==> config.mk <==
export PLATFORM = sky130hd
export DESIGN_NAME = serial_adder
export DESIGN_NICKNAME = d
export VERILOG_FILES = /design/src/rtl/serial_adder_pkg.sv /design/src/rtl/serial_adder_full_adder.sv /design/src/rtl/serial_adder.sv
export SDC_FILE = /design/constraint.sdc
export NUM_CORES = 1
export LEC_CHECK = 0
export ABC_AREA = 1
export BUFFER_PORTS_ARGS = -buffer_cell sky130_fd_sc_hd__buf_2
export CORE_MARGIN = 3
export CORE_UTILIZATION = 60
export DETAILED_ROUTE_END_ITERATION = 7
export GPL_ROUTABILITY_DRIVEN = 0
export PLACE_DENSITY = 0.88
export SYNTH_ARGS = -nofsm -noshare
export SYNTH_HDL_FRONTEND = slang
export SYNTH_HIERARCHICAL = 1
export SYNTH_SLANG_ARGS = --single-unit
==> constraint.sdc <==
create_clock -name clk -period 3.45 [get_ports clk]
set_input_delay 0.1725 -clock clk [delete_from_list [all_inputs] [get_ports clk]]
set_output_delay 0.1725 -clock clk [all_outputs]
set_load 0.1 [all_outputs]
==> src/rtl/serial_adder_pkg.sv <==
// Shared definitions for the serial adder: FSM encoding and parameter helpers
// used for elaboration-time checks and counter sizing.
package serial_adder_pkg;

  typedef enum logic [1:0] {
    ST_IDLE = 2'd0,
    ST_RUN  = 2'd1,
    ST_DONE = 2'd2
  } state_t;

  // Legal geometry: at least two result bits and a digit that tiles the word.
  function automatic bit digit_ok(input int width, input int digit);
    return (width >= 2) && (digit >= 1) && (digit <= width) && ((width % digit) == 0);
  endfunction

  // Counter must hold 0 .. WIDTH/DIGIT without wrapping.
  function automatic int cnt_width(input int width, input int digit);
    return $clog2(width / digit) + 1;
  endfunction

endpackage

==> src/rtl/serial_adder_full_adder.sv <==
// One-bit full adder built from two half-adder stages whose carries are ORed.
module full_adder (
  input  logic a,
  input  logic b,
  input  logic cin,
  output logic s,
  output logic cout
);

  logic ha0_s;
  logic ha0_c;
  logic ha1_c;

  assign ha0_s = a ^ b;
  assign ha0_c = a & b;
  assign s     = ha0_s ^ cin;
  assign ha1_c = ha0_s & cin;
  assign cout  = ha0_c | ha1_c;

endmodule

==> src/rtl/serial_adder.sv <==
// Multi-cycle adder/subtractor: consumes DIGIT bits of the operand pair per
// clock through a chain of full adders, with a start/busy/done handshake.
module serial_adder
  import serial_adder_pkg::*;
#(
  parameter int WIDTH = 8,
  parameter int DIGIT = 1
) (
  input  logic             clk,
  input  logic             rst,
  input  logic             start,
  input  logic             sub,
  input  logic [WIDTH-1:0] a,
  input  logic [WIDTH-1:0] b,
  output logic             busy,
  output logic             done,
  output logic [WIDTH-1:0] sum,
  output logic             cout,
  output logic             ovf
);

  localparam int N  = WIDTH / DIGIT;
  localparam int CW = cnt_width(WIDTH, DIGIT);
  localparam logic [CW-1:0] LAST = CW'(N - 1);

  if (!digit_ok(WIDTH, DIGIT)) begin : g_bad_geometry
    $error("serial_adder: WIDTH must be >= 2 and DIGIT must divide WIDTH");
  end

  state_t           state_q, state_d;
  logic [CW-1:0]    cnt_q, cnt_d;
  logic [WIDTH-1:0] a_q, a_d;
  logic [WIDTH-1:0] b_q, b_d;
  logic [WIDTH-1:0] res_q, res_d;
  logic [WIDTH-1:0] sum_q, sum_d;
  logic             carry_q, carry_d;
  logic             busy_q, busy_d;
  logic             done_q, done_d;
  logic             cout_q, cout_d;
  logic             ovf_q, ovf_d;

  logic [DIGIT:0]   chain_c;
  logic [DIGIT-1:0] digit_s;
  logic [WIDTH-1:0] digit_ext;
  logic [WIDTH-1:0] res_next;
  logic             accept;

  assign chain_c[0] = carry_q;

  for (genvar i = 0; i < DIGIT; i++) begin : g_fa
    full_adder u_fa (
      .a    (a_q[i]),
      .b    (b_q[i]),
      .cin  (chain_c[i]),
      .s    (digit_s[i]),
      .cout (chain_c[i+1])
    );
  end

  // Each new digit enters at the top; after N digits the first lands at bit 0.
  always_comb begin
    digit_ext              = '0;
    digit_ext[DIGIT-1:0]   = digit_s;
    res_next               = (res_q >> DIGIT) | (digit_ext << (WIDTH - DIGIT));
  end

  // The DONE exit edge doubles as the earliest accept point, giving one
  // operation every N+1 cycles when start is held high.
  assign accept = start && ((state_q == ST_IDLE) || (state_q == ST_DONE));

  always_comb begin
    // NOTE: every _d takes its held value first, so no path through this block infers a latch.
    state_d = state_q;
    cnt_d   = cnt_q;
    a_d     = a_q;
    b_d     = b_q;
    res_d   = res_q;
    carry_d = carry_q;
    busy_d  = busy_q;
    done_d  = 1'b0;
    sum_d   = sum_q;
    cout_d  = cout_q;
    ovf_d   = ovf_q;

    case (state_q)
      ST_IDLE: ;
      ST_RUN: begin
        a_d     = a_q >> DIGIT;
        b_d     = b_q >> DIGIT;
        res_d   = res_next;
        carry_d = chain_c[DIGIT];
        cnt_d   = cnt_q + CW'(1);
        if (cnt_q == LAST) begin
          sum_d   = res_next;
          cout_d  = chain_c[DIGIT];
          ovf_d   = chain_c[DIGIT] ^ chain_c[DIGIT-1];
          busy_d  = 1'b0;
          done_d  = 1'b1;
          state_d = ST_DONE;
        end
      end
      ST_DONE: state_d = ST_IDLE;
      default: begin
        state_d = ST_IDLE;
        busy_d  = 1'b0;
      end
    endcase

    // Subtraction is a + ~b + 1: invert B on capture and seed the carry.
    if (accept) begin
      a_d     = a;
      b_d     = b ^ {WIDTH{sub}};
      carry_d = sub;
      cnt_d   = '0;
      res_d   = '0;
      busy_d  = 1'b1;
      state_d = ST_RUN;
    end
  end

  // NOTE: state is updated only with non-blocking assignments, and every register,
  // datapath included, is cleared by reset so an abort leaves nothing stale.
  always_ff @(posedge clk or posedge rst) begin
    if (rst) begin
      state_q <= ST_IDLE;
      cnt_q   <= '0;
      a_q     <= '0;
      b_q     <= '0;
      res_q   <= '0;
      carry_q <= 1'b0;
      busy_q  <= 1'b0;
      done_q  <= 1'b0;
      sum_q   <= '0;
      cout_q  <= 1'b0;
      ovf_q   <= 1'b0;
    end else begin
      state_q <= state_d;
      cnt_q   <= cnt_d;
      a_q     <= a_d;
      b_q     <= b_d;
      res_q   <= res_d;
      carry_q <= carry_d;
      busy_q  <= busy_d;
      done_q  <= done_d;
      sum_q   <= sum_d;
      cout_q  <= cout_d;
      ovf_q   <= ovf_d;
    end
  end

  assign busy = busy_q;
  assign done = done_q;
  assign sum  = sum_q;
  assign cout = cout_q;
  assign ovf  = ovf_q;

endmodule

==> out/qor.yml <==
layout:
  n_antenna_cell: 0
  n_fill_cell: 280
  final_nets: 292
  layout_commonest_cell: "nand2_1"
  multiInputGateArea_um2: 739
  final_cell_mix: "nand2_1, dfrtp_1, inv_1, buf_2, nand3_1"
  area_delta_synth_final_pct: 10.9
  drive_gt1_share_pct: 22.1
  seq_area_mm2: 0.00105
synthesis:
  synthXorXnorAreaFrac_pct: 0.441
  synth_top_family_by_area: "simple AND/OR/NAND/NOR gates"
  muxShareOfSynthArea_pct: 0
  synth_top_area_share_pct: 52.9
  yosys.area.top_type: "dfrtp_1"
  synth_seq_area_share_pct: 52.9
  synth_area_leaders: "dfrtp_1, nand2_1, inv_1, o21ai_2, nand3_1"
  synth_compound_area_share_pct: 8.38
  synth_fa_ha_area_share_pct: 1.64
  avgSynthCellArea_um2: 8.35
  yosysUniqueCellTypes: 24
  syn-instance-count: 238
  yosysWarnings: 6
  synthSimpleGateAreaFrac_pct: 26.8
  synth_nets: 260
  synth_seq_cells: 42
  netlist_area_mm2: 0.00199
floorplanning:
  num_io_pins: 32
  num_rows: 20
  die_x_um: 63.5
  design.die.area_mm2: 0.00404
  core_area_mm2: 0.00310
  die-height_um: 63.5
  initial_utilization_pct: 64.0
drt:
  wirelength_um: 3400
  drt_iter0_markers: 102
  wire_per_inst_um: 10.8
  ant_nets: 0
  num_vias: 1498
  drt_pass1_iterations: 4
  drc_errors: 0
  vias_per_cell: 4.76
worst_setup_path:
  worst_setup_path_end_kind: "flip-flop"
  crit_family: "simple AND/OR/NAND/NOR gates"
  critPathLaunchType: "flip-flop"
  cp_max_fo: 22
  arrival_ps: 1830
  worst-path-buf-inv: 1
  cp_cell_sequence: "inv_2 > nor2_4 > nand2_2 > nand2_1 > o21ai_2"
  worstSetupPathType: "flip-flop to flip-flop"
  cp.required_ps: 3690
  crit_path_max_incr_delay_ps: 450
  slowest_stage: "dfrtp_1"
sta:
  max-slew-margin-rel_pct: 56.9
  fin_ws_ps: 1860
  fin_skew_ps: 13.7
  finalCritPeriodShare_pct: 46.0
  drv_slew: 0
  fin_crit_ps: 1590
  hold_viol: 0
  worst_pin_slew_ps: 646
  finalSetupViolCount: 0
  rsz0062_at_grt: "no"
  fin_setup_tns_ps: 0
  holdWs_ps: 19.7
  fmax_ghz: 0.631
cts:
  clk_pin_slew_worst_paths_ps: 120
  cts_sinks: 42
  cts_tree: "done"
  htree_levels: 2
  clk_path_buf_depth: 2
  clock_latency_ps: 360
  postCtsSetupRepairBufs: 0
  cts_root_buf: "clkbuf_4"
  numCtsBuffers: 5
grt:
  grt_pass1_wl_um: 5950
  grt_max_degree: 43
  grtUsageTotal_pct: 18.8
  grt-ovfl-total: 0
  antenna_found_initial: 0
  grt_pass1_vias: 1378
power_and_ir_drop:
  power_density_mw_per_mm2: 1050
  vdd_drop_max_v: 0.000601
  p_leak_nw: 1.24
placement:
  dp_hpwl_um: 2390
  portBuffers: 31
  place_ws_ps: 1850
outcome:
  status: "finished clean"
hold_path:
  hold_class: "input port to flip-flop"
run:
  cap_violations: 0
worst min-delay path, stage by stage:
cell and delay, ps:
buf_2 70, nand2_1 40, nand2_1 50
timing repair:
item | 4_1_cts | 5_1_grt
hold buffers | 1 | 0
resized for setup | 0 | 0
endpoints found under the hold margin | 42 | 0
final timing paths:
kind | depth (start not counted) | to | slack, ps | start
worst max-delay path | 5 | sum[0]$_DFFE_PP0P_ | 1860 | state_q[0]$_DFFE_PP0P_
worst min register to register | 2 | a_q[7]$_DFFE_PP0P_ | 490 | a_q[7]$_DFFE_PP0P_
max in group asynchronous | 4 | state_q[1]$_DFFE_PP0P_ | 2620 | rst
worst min-delay path | 3 | a_q[7]$_DFFE_PP0P_ | 20 | a[7]
worst max register to register | 5 | sum[0]$_DFFE_PP0P_ | 1860 | state_q[0]$_DFFE_PP0P_
min in group asynchronous | 4 | a_q[4]$_DFFE_PP0P_ | 480 | rst
layout make-up:
type / count / share of cell area (%)
sequential: 42 / 47.7
multi-input combinational: 155 / 33.6
timing repair buffer: 33 / 7.84
inverter: 33 / 5.74
tap: 44 / 2.50
clock buffer: 5 / 1.70
clock inverter: 3 / 0.965
routing by layer:
layer  global-route usage (%)  vias to the layer above  part of all wire [%]
li1                         -                      791                     -
met1                     25.2                      662                    48
met2                     29.2                       39                    44
met3                     4.28                        6                   5.4
met4                     8.09                        0                   1.9
met5                        0                        -                     0
synth_stat cells, drive strengths merged:
master / count
nand2: 103
dfrtp: 42
inv: 33
nand3: 15
o21ai: 15
buf: 8
o22ai: 7
nor2: 6
or2: 3
a21oi: 2
fa: 1
ha: 1
nand4: 1
xnor2: 1
kinds of logic (layout without fill, tap and decap cells):
family / count (synthesis) / after routing
AO/OA/AOI/OAI: 24 / 24
flip-flops: 42 / 42
buffers and inverters: 41 / 74
AND/OR/NAND/NOR: 128 / 128
XOR/XNOR: 1 / 1
adder cells (fa/ha/maj): 2 / 2
where the power goes:
part           switching (mW)  internal, mW
logic                   0.938         0.293
registers               0.122         0.711
clock network           0.161        0.0793
total                    1.22          1.08
state kept, by name, summed over array words and instances, names as in the netlist:
name	count
res_q	7
sum	8
done	1
cout	1
busy	1
state_q	2
b_q	8
cnt_q	4
a_q	8
carry_q	1
ovf	1
stage by stage:
stage,cells,utilization (%),power (mW),cell area [µm²]
floorplan,238,-,1.90,1990
global placement,306,68.8,2.04,2130
detailed placement,306,68.8,2.08,2130
CTS,315,71.0,2.32,2200
global route,315,71.0,2.48,2200
finish,315,71.0,2.30,2200
(Power assumes the default switching activity.)
